--- src/rtl/bus_initiator.sv ---
// Initiator side of the pipelined req/addressAck/readAck/writeAck bus: a command FIFO,
// a request FSM, outstanding-transaction counters, request timeout and responder error flags.
module bus_initiator #(
  parameter int MAX_OUTSTANDING = 4,
  parameter int CMD_DEPTH       = 4,
  parameter int REQ_TIMEOUT     = 64
) (
  input  logic       i_clk,
  input  logic       i_arst_n,
  input  logic       i_cmdValid,
  input  logic       i_cmdReadWrite_n,
  output logic       o_cmdReady,
  output logic       o_req,
  output logic       o_readWrite_n,
  input  logic       i_addressAck,
  input  logic       i_readAck,
  input  logic       i_writeAck,
  output logic [2:0] o_pendingReads,
  output logic [2:0] o_pendingWrites,
  output logic       o_readDone,
  output logic       o_writeDone,
  output logic       o_idle,
  output logic       o_timeout,
  output logic       o_protocolError,
  output logic [1:0] o_dbgState
);

  localparam int PW = $clog2(CMD_DEPTH);
  localparam int CW = PW + 1;
  localparam int TW = $clog2(REQ_TIMEOUT + 1);
  localparam logic [3:0]    MAX_OUT  = 4'(MAX_OUTSTANDING);
  localparam logic [CW-1:0] FIFO_MAX = CW'(CMD_DEPTH);
  localparam logic [TW-1:0] TO_LIMIT = TW'(REQ_TIMEOUT);

  // Handshake: a command is taken on any rising edge where i_cmdValid && o_cmdReady;
  // a bus request is accepted on any rising edge where o_req && i_addressAck.

  typedef enum logic [1:0] {
    ST_IDLE  = 2'd0,
    ST_REQ   = 2'd1,
    ST_STALL = 2'd2
  } state_t;

  state_t state_q, state_d;

  logic [CMD_DEPTH-1:0] fifo_q;
  logic [PW-1:0]        wr_ptr_q, rd_ptr_q;
  logic [CW-1:0]        cnt_q, cnt_d;
  logic [2:0]           rd_pend_q, rd_pend_d, wr_pend_q, wr_pend_d;
  logic [3:0]           total_q, total_d;
  logic [TW-1:0]        tcnt_q, tcnt_d;
  logic                 timeout_q, timeout_d;
  logic                 perr_q, perr_d;
  logic                 rd_done_q, wr_done_q;

  logic full, push, accept, head;
  logic rd_acc, wr_acc, rd_ack_ok, wr_ack_ok;

  assign full   = (cnt_q == FIFO_MAX);
  assign push   = i_cmdValid && !full;
  assign head   = fifo_q[rd_ptr_q];
  assign accept = o_req && i_addressAck;
  assign rd_acc = accept && head;
  assign wr_acc = accept && !head;

  // A write may be acked in the same cycle it is accepted; reads never complete that early.
  assign rd_ack_ok = i_readAck && (rd_pend_q != 3'd0);
  assign wr_ack_ok = i_writeAck && ((wr_pend_q != 3'd0) || wr_acc);

  assign cnt_d     = cnt_q + CW'(push) - CW'(accept);
  assign rd_pend_d = rd_pend_q + 3'(rd_acc) - 3'(rd_ack_ok);
  assign wr_pend_d = wr_pend_q + 3'(wr_acc) - 3'(wr_ack_ok);
  assign total_q   = {1'b0, rd_pend_q} + {1'b0, wr_pend_q};
  assign total_d   = {1'b0, rd_pend_d} + {1'b0, wr_pend_d};

  always_comb begin
    state_d = state_q;
    case (state_q)
      ST_IDLE: begin
        if ((cnt_q != '0) && (total_q < MAX_OUT)) state_d = ST_REQ;
      end
      ST_REQ: begin
        if (accept) begin
          if (total_d == MAX_OUT)   state_d = ST_STALL;
          else if (cnt_d != '0)     state_d = ST_REQ;
          else                      state_d = ST_IDLE;
        end
      end
      ST_STALL: begin
        if (total_q < MAX_OUT) state_d = (cnt_q != '0) ? ST_REQ : ST_IDLE;
      end
      default: state_d = ST_IDLE;
    endcase
  end

  // The wait counter saturates at the limit so the sticky flag cannot be missed.
  always_comb begin
    tcnt_d = tcnt_q;
    if (!o_req || i_addressAck)  tcnt_d = '0;
    else if (tcnt_q != TO_LIMIT) tcnt_d = tcnt_q + TW'(1);
    timeout_d = timeout_q || (tcnt_d == TO_LIMIT);
    perr_d = perr_q
          || (i_readAck && (rd_pend_q == 3'd0))
          || (i_writeAck && (wr_pend_q == 3'd0) && !wr_acc)
          || (i_addressAck && !o_req);
  end

  always_ff @(posedge i_clk or negedge i_arst_n) begin
    if (!i_arst_n) begin
      state_q   <= ST_IDLE;
      fifo_q    <= '0;
      wr_ptr_q  <= '0;
      rd_ptr_q  <= '0;
      cnt_q     <= '0;
      rd_pend_q <= 3'd0;
      wr_pend_q <= 3'd0;
      tcnt_q    <= '0;
      timeout_q <= 1'b0;
      perr_q    <= 1'b0;
      rd_done_q <= 1'b0;
      wr_done_q <= 1'b0;
    end else begin
      state_q <= state_d;
      if (push) begin
        fifo_q[wr_ptr_q] <= i_cmdReadWrite_n;
        wr_ptr_q         <= wr_ptr_q + PW'(1);
      end
      if (accept) rd_ptr_q <= rd_ptr_q + PW'(1);
      cnt_q     <= cnt_d;
      rd_pend_q <= rd_pend_d;
      wr_pend_q <= wr_pend_d;
      tcnt_q    <= tcnt_d;
      timeout_q <= timeout_d;
      perr_q    <= perr_d;
      rd_done_q <= rd_ack_ok;
      wr_done_q <= wr_ack_ok;
    end
  end

  assign o_cmdReady      = !full;
  assign o_req           = (state_q == ST_REQ);
  assign o_readWrite_n   = o_req && head;
  assign o_pendingReads  = rd_pend_q;
  assign o_pendingWrites = wr_pend_q;
  assign o_readDone      = rd_done_q;
  assign o_writeDone     = wr_done_q;
  assign o_idle          = (cnt_q == '0) && !o_req && (total_q == 4'd0);
  assign o_timeout       = timeout_q;
  assign o_protocolError = perr_q;
  assign o_dbgState      = state_q;

endmodule
--- config.mk ---
export PLATFORM = sky130hd
export DESIGN_NAME = bus_initiator
export DESIGN_NICKNAME = d
export VERILOG_FILES = /design/src/rtl/bus_initiator.sv
export SDC_FILE = /design/constraint.sdc
export NUM_CORES = 1
export LEC_CHECK = 0
export CAP_MARGIN = 10
export CORE_ASPECT_RATIO = 0.6
export CORE_UTILIZATION = 54
export DETAILED_ROUTE_END_ITERATION = 6
export GPL_TIMING_DRIVEN = 1
export PLACE_DENSITY = 0.79
export SLEW_MARGIN = 5
export SYNTH_ARGS = -nofsm -noshare
export SYNTH_HDL_FRONTEND = slang
export SYNTH_SLANG_ARGS = --single-unit
--- constraint.sdc ---
create_clock -name i_clk -period 5.25 [get_ports i_clk]
set_clock_uncertainty 0.2 [all_clocks]
set_input_delay 1.3125 -clock i_clk [delete_from_list [all_inputs] [get_ports i_clk]]
set_output_delay 1.3125 -clock i_clk [all_outputs]
set_load 0.01 [all_outputs]
==> impl_metrics.yaml, run 1 <==
drt:
  ant_nets: 0
  num_vias: 1241
  drt_iter0_drc: 93
  drc: 0
  routed_wl_um: 3480
  vias_per_cell: 5.24
  dr.pass1.iters: 4
  wl_per_cell_um: 14.7
yosys:
  yosysSeqAreaShare_pct: 43.4
  syn_inst: 165
  synth_flop_cell: "dfrtp_1"
  yosysWarnings: 0
  synth_seq_cells: 30
  syn-num-nets: 195
  synth.distinct_cells: 32
  synth_edf_count: 0
  syn_avg_cell_area_sq_um: 10.5
  ys_async_sr_fraction_pct: 100
  syn_area_sq_um: 1730
worst_setup_path:
  rr_startpoint: "rd_ptr_q[0]"
  arrival_ps: 4880
  worst_setup_path_end_kind: "flop"
  cpMostUsedCell: "ha_1"
  cp_slowest_cell: "clkdlybuf4s50_1"
  ff2ff_setup_slack_ps: 1120
  cp.buffers_inverters: 3
  crit_family: "adder cells"
  reg2reg_to: "o_dbgState[0]"
  worst_setup_path_start_kind: "input pin"
  critical_path.max_stage_delay_ps: 550
  r2r.worst_path.cells: 15
  path_class: "in2reg"
  required_ps: 5230
  cp_max_fo: 5
  path_cells: "clkdlybuf4s50_1 > nand2_1 > or2_1 > a21oi_1 > ha_1 > inv_1 > ha_1 > inv_1 > fa_1 > xnor2_1 > xnor2_1 > ha_1 > or2_2 > a21oi_1 > o21ai_0 > a22o_1"
floorplan:
  die-area_sq_um: 3440
  num_rows: 15
  die_w_um: 75.0
  start_util_pct: 58.6
  die_y_um: 45.8
  ioPinCount: 23
  coreArea_sq_um: 2950
timing:
  relSlewSlack_pct: 74.4
  setup_ws_ps: 349
  timing.fmax_ghz: 0.204
  tightest_slew_ps: 382
  period_needed_ps: 4900
  slew_viol_final: 0
  rsz0062_at_grt: "false"
  fin_crit_sh_pct: 93.3
  setup-tns-final_ps: 0
  hold_viol: 0
  setup_viol: 0
clock_tree:
  cts.repair.resized: 0
  clockBufferDepth: 2
  post-cts-setup-buffer-count: 0
  path_clk_slew_ps: 60
  cts_buffers: 5
  htree_levels: 2
  clock-sinks: 30
  clk_latency_ps: 290
  cts-root-buf: "clkbuf_8"
  cts_tree: "built"
  holdBufCountCts: 0
power:
  ir_drop_uv: 398
  powerDensity_nw_per_um2: 671
  p_leak_nw: 0.941
cells_and_area:
  regArea_sq_um: 751
  area_growth_pct: 21.2
  multi_input_area_sq_um: 890
  nets: 224
  antenna_cells: 0
  layout-drive-gt1-share_pct: 8.72
  fillers: 215
worst_hold_path:
  holdPathEnd: "o_timeout"
  hold_depth: 1
  hold_path.class: "reg2reg"
  holdCritStartpoint: "o_timeout"
place:
  place_hpwl_um: 2750
  place_ws_ps: 90.5
  portBuffers: 22
  place.gp.congestion: 0.870
outcome:
  status: "finished, final reports clean"
global_route:
  grt_pass1_vias: 1232
  grt_start_max_net_pins: 31
  overflow: 0
  antenna_found_initial: 0
  grt_util_all_layers_pct: 24.1
  grt_pass1_wl_um: 5690
flow_run:
  cap_violations: 0
placed cells by master (no fill, tap or decap):
cell type | netlist | final
dfrtp_1 | 30 | 30
inv_1 | 22 | 22
clkdlybuf4s50_1 | 0 | 22
ha_1 | 18 | 18
nand2_1 | 14 | 14
nor2_1 | 13 | 13
xnor2_1 | 12 | 12
a21oi_1 | 7 | 7
nor3_1 | 6 | 6
clkbuf_8 | 0 | 6
o21ai_0 | 5 | 5
fa_1 | 5 | 5
nand3_1 | 4 | 4
mux2_2 | 4 | 4
xor2_1 | 3 | 3
nand2b_1 | 2 | 2
and2_1 | 2 | 2
or2_2 | 2 | 2
mux4_2 | 1 | 1
or2_1 | 1 | 1
nand4_2 | 1 | 1
nor2b_1 | 1 | 1
or2b_1 | 1 | 1
or3_1 | 1 | 1
nor2_4 | 1 | 1
a31o_1 | 1 | 1
nand4_1 | 1 | 1
a211o_1 | 1 | 1
a41o_1 | 1 | 1
a221oi_1 | 1 | 1
and3_1 | 1 | 1
o2bb2ai_1 | 1 | 1
a22o_1 | 1 | 1
clkbuf_1 | 0 | 1
clkinv_2 | 0 | 1
buf_4 | 0 | 1
synthesized netlist by cell type (2+ instances only):
cell / instances / area share [%]
nand2_1: 14 / 3.0
a21oi_1: 7 / 2.0
and2_1: 2 / 0.72
dfrtp_1: 30 / 43
xor2_1: 3 / 1.5
nand3_1: 4 / 1.2
mux2_2: 4 / 2.6
inv_1: 22 / 4.8
o21ai_0: 5 / 1.4
xnor2_1: 12 / 6.1
fa_1: 5 / 5.8
ha_1: 18 / 13
nor2_1: 13 / 2.8
nor3_1: 6 / 1.7
or2_2: 2 / 0.72
nand2b_1: 2 / 0.72
cell type report:
cell class | count | share of cell area [%]
flip-flops and latches | 30 | 35.8
clock buffers | 7 | 4.12
inverters | 22 | 3.94
repair buffers | 23 | 10.9
multi-input cells | 112 | 42.5
clock inverters | 1 | 0.239
well taps | 42 | 2.51
cell families (layout without fill, tap and decap cells):
family | count (synthesis) | in the layout | synth area share (%)
simple gates | 51 | 51 | 14.6
flops | 30 | 30 | 43.4
fa+ha+maj | 23 | 23 | 18.8
buf+inv | 23 | 53 | 5.07
compound gates | 18 | 18 | 6.59
xor+xnor | 15 | 15 | 7.60
mux | 5 | 5 | 3.91
worst max-delay path by stage:
| stage | startpoint | to | slack, ps | cells past startpoint |
|---|---|---|---|---|
| 6_report | i_addressAck | o_dbgState[0] | 350 | 16 |
| 5_1_grt | i_addressAck | o_dbgState[0] | 160 | 16 |
| 4_1_cts | i_addressAck | o_dbgState[0] | 360 | 16 |
| 3_5_place_dp | i_addressAck | o_dbgState[0] | 90 | 16 |
| 3_3_place_gp | i_addressAck | o_dbgState[0] | 290 | 16 |
| 2_1_floorplan | i_addressAck | o_dbgState[0] | 990 | 15 |
flip-flops by register name, indices dropped and copies added, names as in the netlist, 2 cells and up:
| register | flops |
|---|---|
| tcnt_q | 7 |
| fifo_q | 4 |
| cnt_q | 3 |
| o_pendingReads | 3 |
| o_pendingWrites | 3 |
| o_dbgState | 2 |
| rd_ptr_q | 2 |
| wr_ptr_q | 2 |
stage by stage:
step / power, mW / hold WS [ps] / util (%) / instance area, sq um / std cells
after CTS: 1.41 / 277 / 71.1 / 2090 / 237
after global routing: 1.53 / 296 / 71.1 / 2090 / 237
after global placement: 1.16 / 259 / 68.0 / 2000 / 229
final: 1.40 / 274 / 71.1 / 2090 / 237
after detailed placement: 1.21 / 263 / 68.0 / 2000 / 229
after floorplan: 0.946 / 253 / - / 1730 / 165
power by group:
part           switching (mW)  internal [mW]  leakage [nW]
clock                  0.0843          0.105        0.0482
combinational           0.408          0.391         0.524
sequential             0.0953          0.320         0.368
total                   0.588          0.817         0.941
routing by layer:
metal	wire length [um]	vias up	GRT usage (%)	part of all wire [%]
met5	0	-	0	0
met4	53	0	10.9	1.5
met3	185	7	7.74	5.3
met2	1590	32	36.4	46
met1	1650	604	31.8	48
li1	-	598	-	-
worst reg2reg max path, delay by kind of cell, from the launching register on:
kind	cells	cell delay, ps
AND/OR/NAND/NOR	2	530
adder cells (fa/ha/maj)	4	1040
XOR/XNOR	2	360
buffers and inverters	2	110
flip-flops	1	400
multiplexers	1	540
AO/OA/AOI/OAI	4	820
No activity file was read; power rests on OpenSTA's default activity.
==> inputs of run 2 (changes only) <==
- GPL_ROUTABILITY_DRIVEN: unset -> 0
==> results of run 2 <==
No change in the layout: final DEF, timing and power equal those of run 1.
==> RTL change 1, RTL diff (config.mk and constraints of run 2) <==
Set the parameter `CMD_DEPTH` to 16 (it was 4).
--- a/src/rtl/bus_initiator.sv
+++ b/src/rtl/bus_initiator.sv
@@ -3,5 +3,5 @@
 module bus_initiator #(
   parameter int MAX_OUTSTANDING = 4,
-  parameter int CMD_DEPTH       = 4,
+  parameter int CMD_DEPTH       = 16,
   parameter int REQ_TIMEOUT     = 64
 ) (
Behaviour: not the same (Yosys sat finds a counterexample within 10 cycles, from zero or initial values and one cycle with i_arst_n low).
==> RTL change 1 against run 2 <==
  * Sequential cell count rose by 18
  * Worst setup slack improved by 0.40 ns
  * Combinational power rose by 40%
  * Synthesized cell count rose by 45%
  * Die area rose by 54%
  * Total power rose by 47%
  * Synthesized area rose by 56%
  * Sequential share of layout area rose by 3.2 points
  * Cell count rose by 38%
  * Largest power group unchanged
  * Sequential power rose by 64%
  * Wire length rose by 55%
  * Cell area rose by 47%
==> RTL change 1: results (changes against run 2) <==
clk buf depth=2 (unchanged); register area share after synthesis=44.5% (+1.1 points); worst-path fanout max=7 (+2); largest net degree at the start of global routing=49 (+58%); WL final=5410 um (+55%); net count after synthesis=274 (+41%); Synth top cells by count=48 x dfrtp_1, 23 x ha_1, 23 x inv_1, 23 x nand2_1, 17 x mux2_2; Reg clk slew, reported paths=0.09 ns (+0.03 ns); VDD IR max=0.000586 V (+47%); outcome=finished, final reports clean; placed cells=320 (+40%); Netlist cell types=42 (+31%); Skew-Pair Late Insertion Delay=0.31 ns (+0.02 ns); Iter 0 DRT Violations=61 (-34%); dpl cell area=0.00297 mm^2 (+48%); DR vias=1788 (+44%); Max-slew headroom=29.4% (-45 points); length of the first detailed-routing pass in iterations=5 (+1); initial antenna violation count=0 (unchanged); first-pass GRT wire length=9200 um (+62%); delay-heaviest family, CP=multiplexers; Pint=1.24 mW (+52%); Mapped Cells=239 (+45%); fillers=363 (+69%); Hold Startpoint=rd_ptr_q[3]; DR vias/cell=5.45 (+4.1%); layout cell share with drive strength beyond 1=11.7% (+3.0 points); Post-DP HPWL=3950 um (+44%); slowest CP cell=mux4_1; Static Leak=1.38 nW (+47%); top cells by area, synth=dfrtp_1 45%, ha_1 11%, mux2_2 7.1%; CP peak stage delay=0.62 ns (+0.07 ns); Final Util=65.7% (-5.4 points); Largest regs=fifo_q x16, tcnt_q x7, cnt_q x5; Tot GR Track Use=23.8% (-0.31 points); Setup Slack @ Placement=0.501 ns (+0.410 ns); CP Launch Type=flop; Nets=299 (+33%); Setup Buffers After CTS=0 (unchanged)
[RTL change 1: changes by cell type after synthesis, sizes merged, moves of 3 or more]
cell / change
nor3b: +3
dfrtp: +18
mux2: +13
ha: +5
nand2b: +3
and3: +3
nand2: +9
mux4: +4
[RTL change 1: area by class of cell]
class | instances | area share (%)
Inverter | 24 | 2.93
Sequential cell | 48 | 39.0
Multi-Input combinational cell | 162 | 44.7
Clock inverter | 2 | 1.14
Tap cell | 63 | 2.56
Timing Repair Buffer | 23 | 7.24
Clock buffer | 6 | 2.36
[RTL change 1: cell families after synthesis]
group	after synthesis	synth area share [%]
buf+inv	29	4.50
compound gates	20	4.87
xor+xnor	19	6.17
fa+ha+maj	28	14.4
mux	22	11.7
simple gates	73	13.9
flops	48	44.5
[RTL change 1: path summary, 6_finish.rpt]
path                       cells after the start       endpoint  slack, ns
min reg2reg                                    1    rd_ptr_q[3]       0.29
max reg2reg                                   16  o_dbgState[0]       0.75
min                                            1    rd_ptr_q[3]       0.29
max in group asynchronous                      1      fifo_q[5]       3.20
max                                           16  o_dbgState[0]       0.75
min in group asynchronous                      1       cnt_q[1]       1.00
[RTL change 1: routing by layer]
layer  GRT usage [%]  routed length (um)  vias up
met2            33.5                2250       40
met3            5.15                 303        8
met5               0                   0        -
li1                -                   -      869
met1            36.4                2790      871
met4            7.25                  63        0
[RTL change 1: power by group through the flow]
stage	logic [mW]	registers (mW)	clock network, mW
CTS	1.12	0.680	0.270
global placement	1.06	0.678	0
detailed placement	1.11	0.684	0
floorplan	0.803	0.647	0
global route	1.25	0.705	0.291
finish	1.12	0.683	0.264
==> RTL change 2, RTL diff (flow settings as in run 2) <==
Made on the original files. Put one more register stage on the output `o_dbgState`, cleared by the reset. The value now appears one clock later. The other outputs are not delayed to match.
--- a/src/rtl/bus_initiator.sv
+++ b/src/rtl/bus_initiator.sv
@@ -148,5 +148,11 @@
   assign o_timeout       = timeout_q;
   assign o_protocolError = perr_q;
-  assign o_dbgState      = state_q;
+  always_ff @(posedge i_clk or negedge i_arst_n) begin
+    if (!i_arst_n) begin
+      o_dbgState <= '0;
+    end else begin
+      o_dbgState <= state_q;
+    end
+  end
 
 endmodule
Formal check against the unedited RTL: not equivalent (Yosys sat finds a counterexample within 4 cycles, from zero or initial values and one cycle with i_arst_n low).
==> RTL change 2 against run 2 <==
  * Fmax is 2.7% higher
  * Wire length up 6.3%
  * Cell area increased by 6.6%
  * Total power is 8.7% higher
  * Count of clock-buffer cells in the layout did not move
  * Worst setup slack better by 0.13 ns
  * Sequential cell count is 2 higher
  * Global-route usage is 1.5 points lower
  * Synthesized area up 8.8%
  * Largest power group unchanged
==> RTL change 2: results (changes against run 2) <==
outcome=finished, final reports clean; Iter 0 DRT Violations=89 (-4.3%); CP arrival=4.73 ns (-0.15 ns); Synth async-reset ratio=100% (unchanged); Max-slew headroom=67.6% (-6.8 points); dpl cell area=0.00214 mm^2 (+6.6%); VDD IR max=0.000584 V (+47%); Nets=226 (+0.89%); layout cell share with drive strength beyond 1=11.2% (+2.5 points); DR vias/cell=5.44 (+3.9%); register area share after synthesis=42.6% (-0.84 points); Tot GR Track Use=22.6% (-1.5 points); largest net degree at the start of global routing=33 (+6.5%); Synth top cells by count=32 x dfrtp_1, 22 x inv_1, 18 x ha_1; first-pass GRT wire length=5910 um (+3.9%); WL final=3700 um (+6.3%); vias in the first global route=1241 (+0.73%); length of the first detailed-routing pass in iterations=4 (unchanged); fillers=247 (+15%); Netlist cell types=43 (+34%); net count after synthesis=199 (+2.1%); Setup Slack @ Placement=0.216 ns (+0.126 ns); Post-DP HPWL=2960 um (+7.7%); top cells by area, synth=dfrtp_1 43%, ha_1 12%, fa_1 5.3%; Static Leak=1.01 nW (+7.8%); worst-path fanout max=4 (-1)
==> RTL change 2: per-layer routing <==
layer | wire length [um] | share of wire, % | track usage, %
met4 | 38 | 1.0 | 7.78
met1 | 1750 | 47 | 31.4
met2 | 1620 | 44 | 33.5
met3 | 284 | 7.7 | 8.19
met5 | 0 | 0 | 0
==> RTL change 2: kinds of logic (layout without fill, tap and decap cells) <==
logic type / Yosys count / count (layout) / synth area share (%)
multiplexers: 6 / 6 / 4.13
buffers and inverters: 25 / 52 / 5.86
flip-flops: 32 / 32 / 42.6
XOR/XNOR: 13 / 13 / 6.79
AO/OA/AOI/OAI: 24 / 24 / 9.85
AND/OR/NAND/NOR: 46 / 46 / 13.4
adder cells (fa/ha/maj): 23 / 23 / 17.3
==> RTL change 2: layout make-up <==
cell class / instances / area, um^2 / share of cell area, %
clock buffers: 7 / 96.3 / 4.32
inverters: 22 / 82.6 / 3.70
multi-input cells: 112 / 968 / 43.4
flip-flops and latches: 32 / 801 / 35.9
well taps: 45 / 56.3 / 2.52
repair buffers: 23 / 228 / 10.2
==> RTL change 2: where the power goes <==
part | switching (mW) | internal (mW)
registers | 0.0946 | 0.339
logic | 0.456 | 0.436
clock network | 0.0839 | 0.117
total | 0.634 | 0.892
==> RTL change 2: path summary, 6_finish.rpt <==
| kind | startpoint | end | slack (ns) | cells after the start |
|---|---|---|---|---|
| max in group asynchronous | i_arst_n | o_pendingReads[2] | 3.34 | 2 |
| min in group asynchronous | i_arst_n | o_pendingWrites[1] | 1.22 | 2 |
| hold / removal | state_q[1] | o_dbgState[1] | 0.21 | 0 |
| setup / recovery | i_addressAck | state_q[0] | 0.48 | 17 |
| hold reg to reg | state_q[1] | o_dbgState[1] | 0.21 | 0 |
| setup reg to reg | state_q[0] | state_q[0] | 1.13 | 17 |
==> RTL change 2: per-stage QoR <==
step | util (%) | std cells
after floorplan | - | 169
final | 68.0 | 241
after CTS | 68.0 | 241
after global routing | 68.0 | 241
after detailed placement | 65.1 | 234
after global placement | 65.1 | 234
==> RTL change 2: worst register-to-register path, stage by stage, from the launching register on <==
cell and delay [ns]:
dfrtp_1 0.41, nor2b_1 0.45, nand2_1 0.22, inv_1 0.18
nand2b_1 0.09, a21oi_1 0.17, ha_1 0.25, inv_1 0.06
ha_1 0.14, inv_1 0.05, fa_1 0.37, xnor2_1 0.15
xnor2_1 0.16, ha_1 0.31, and2_1 0.12, a21oi_1 0.07
o311a_1 0.34, a211o_1 0.27
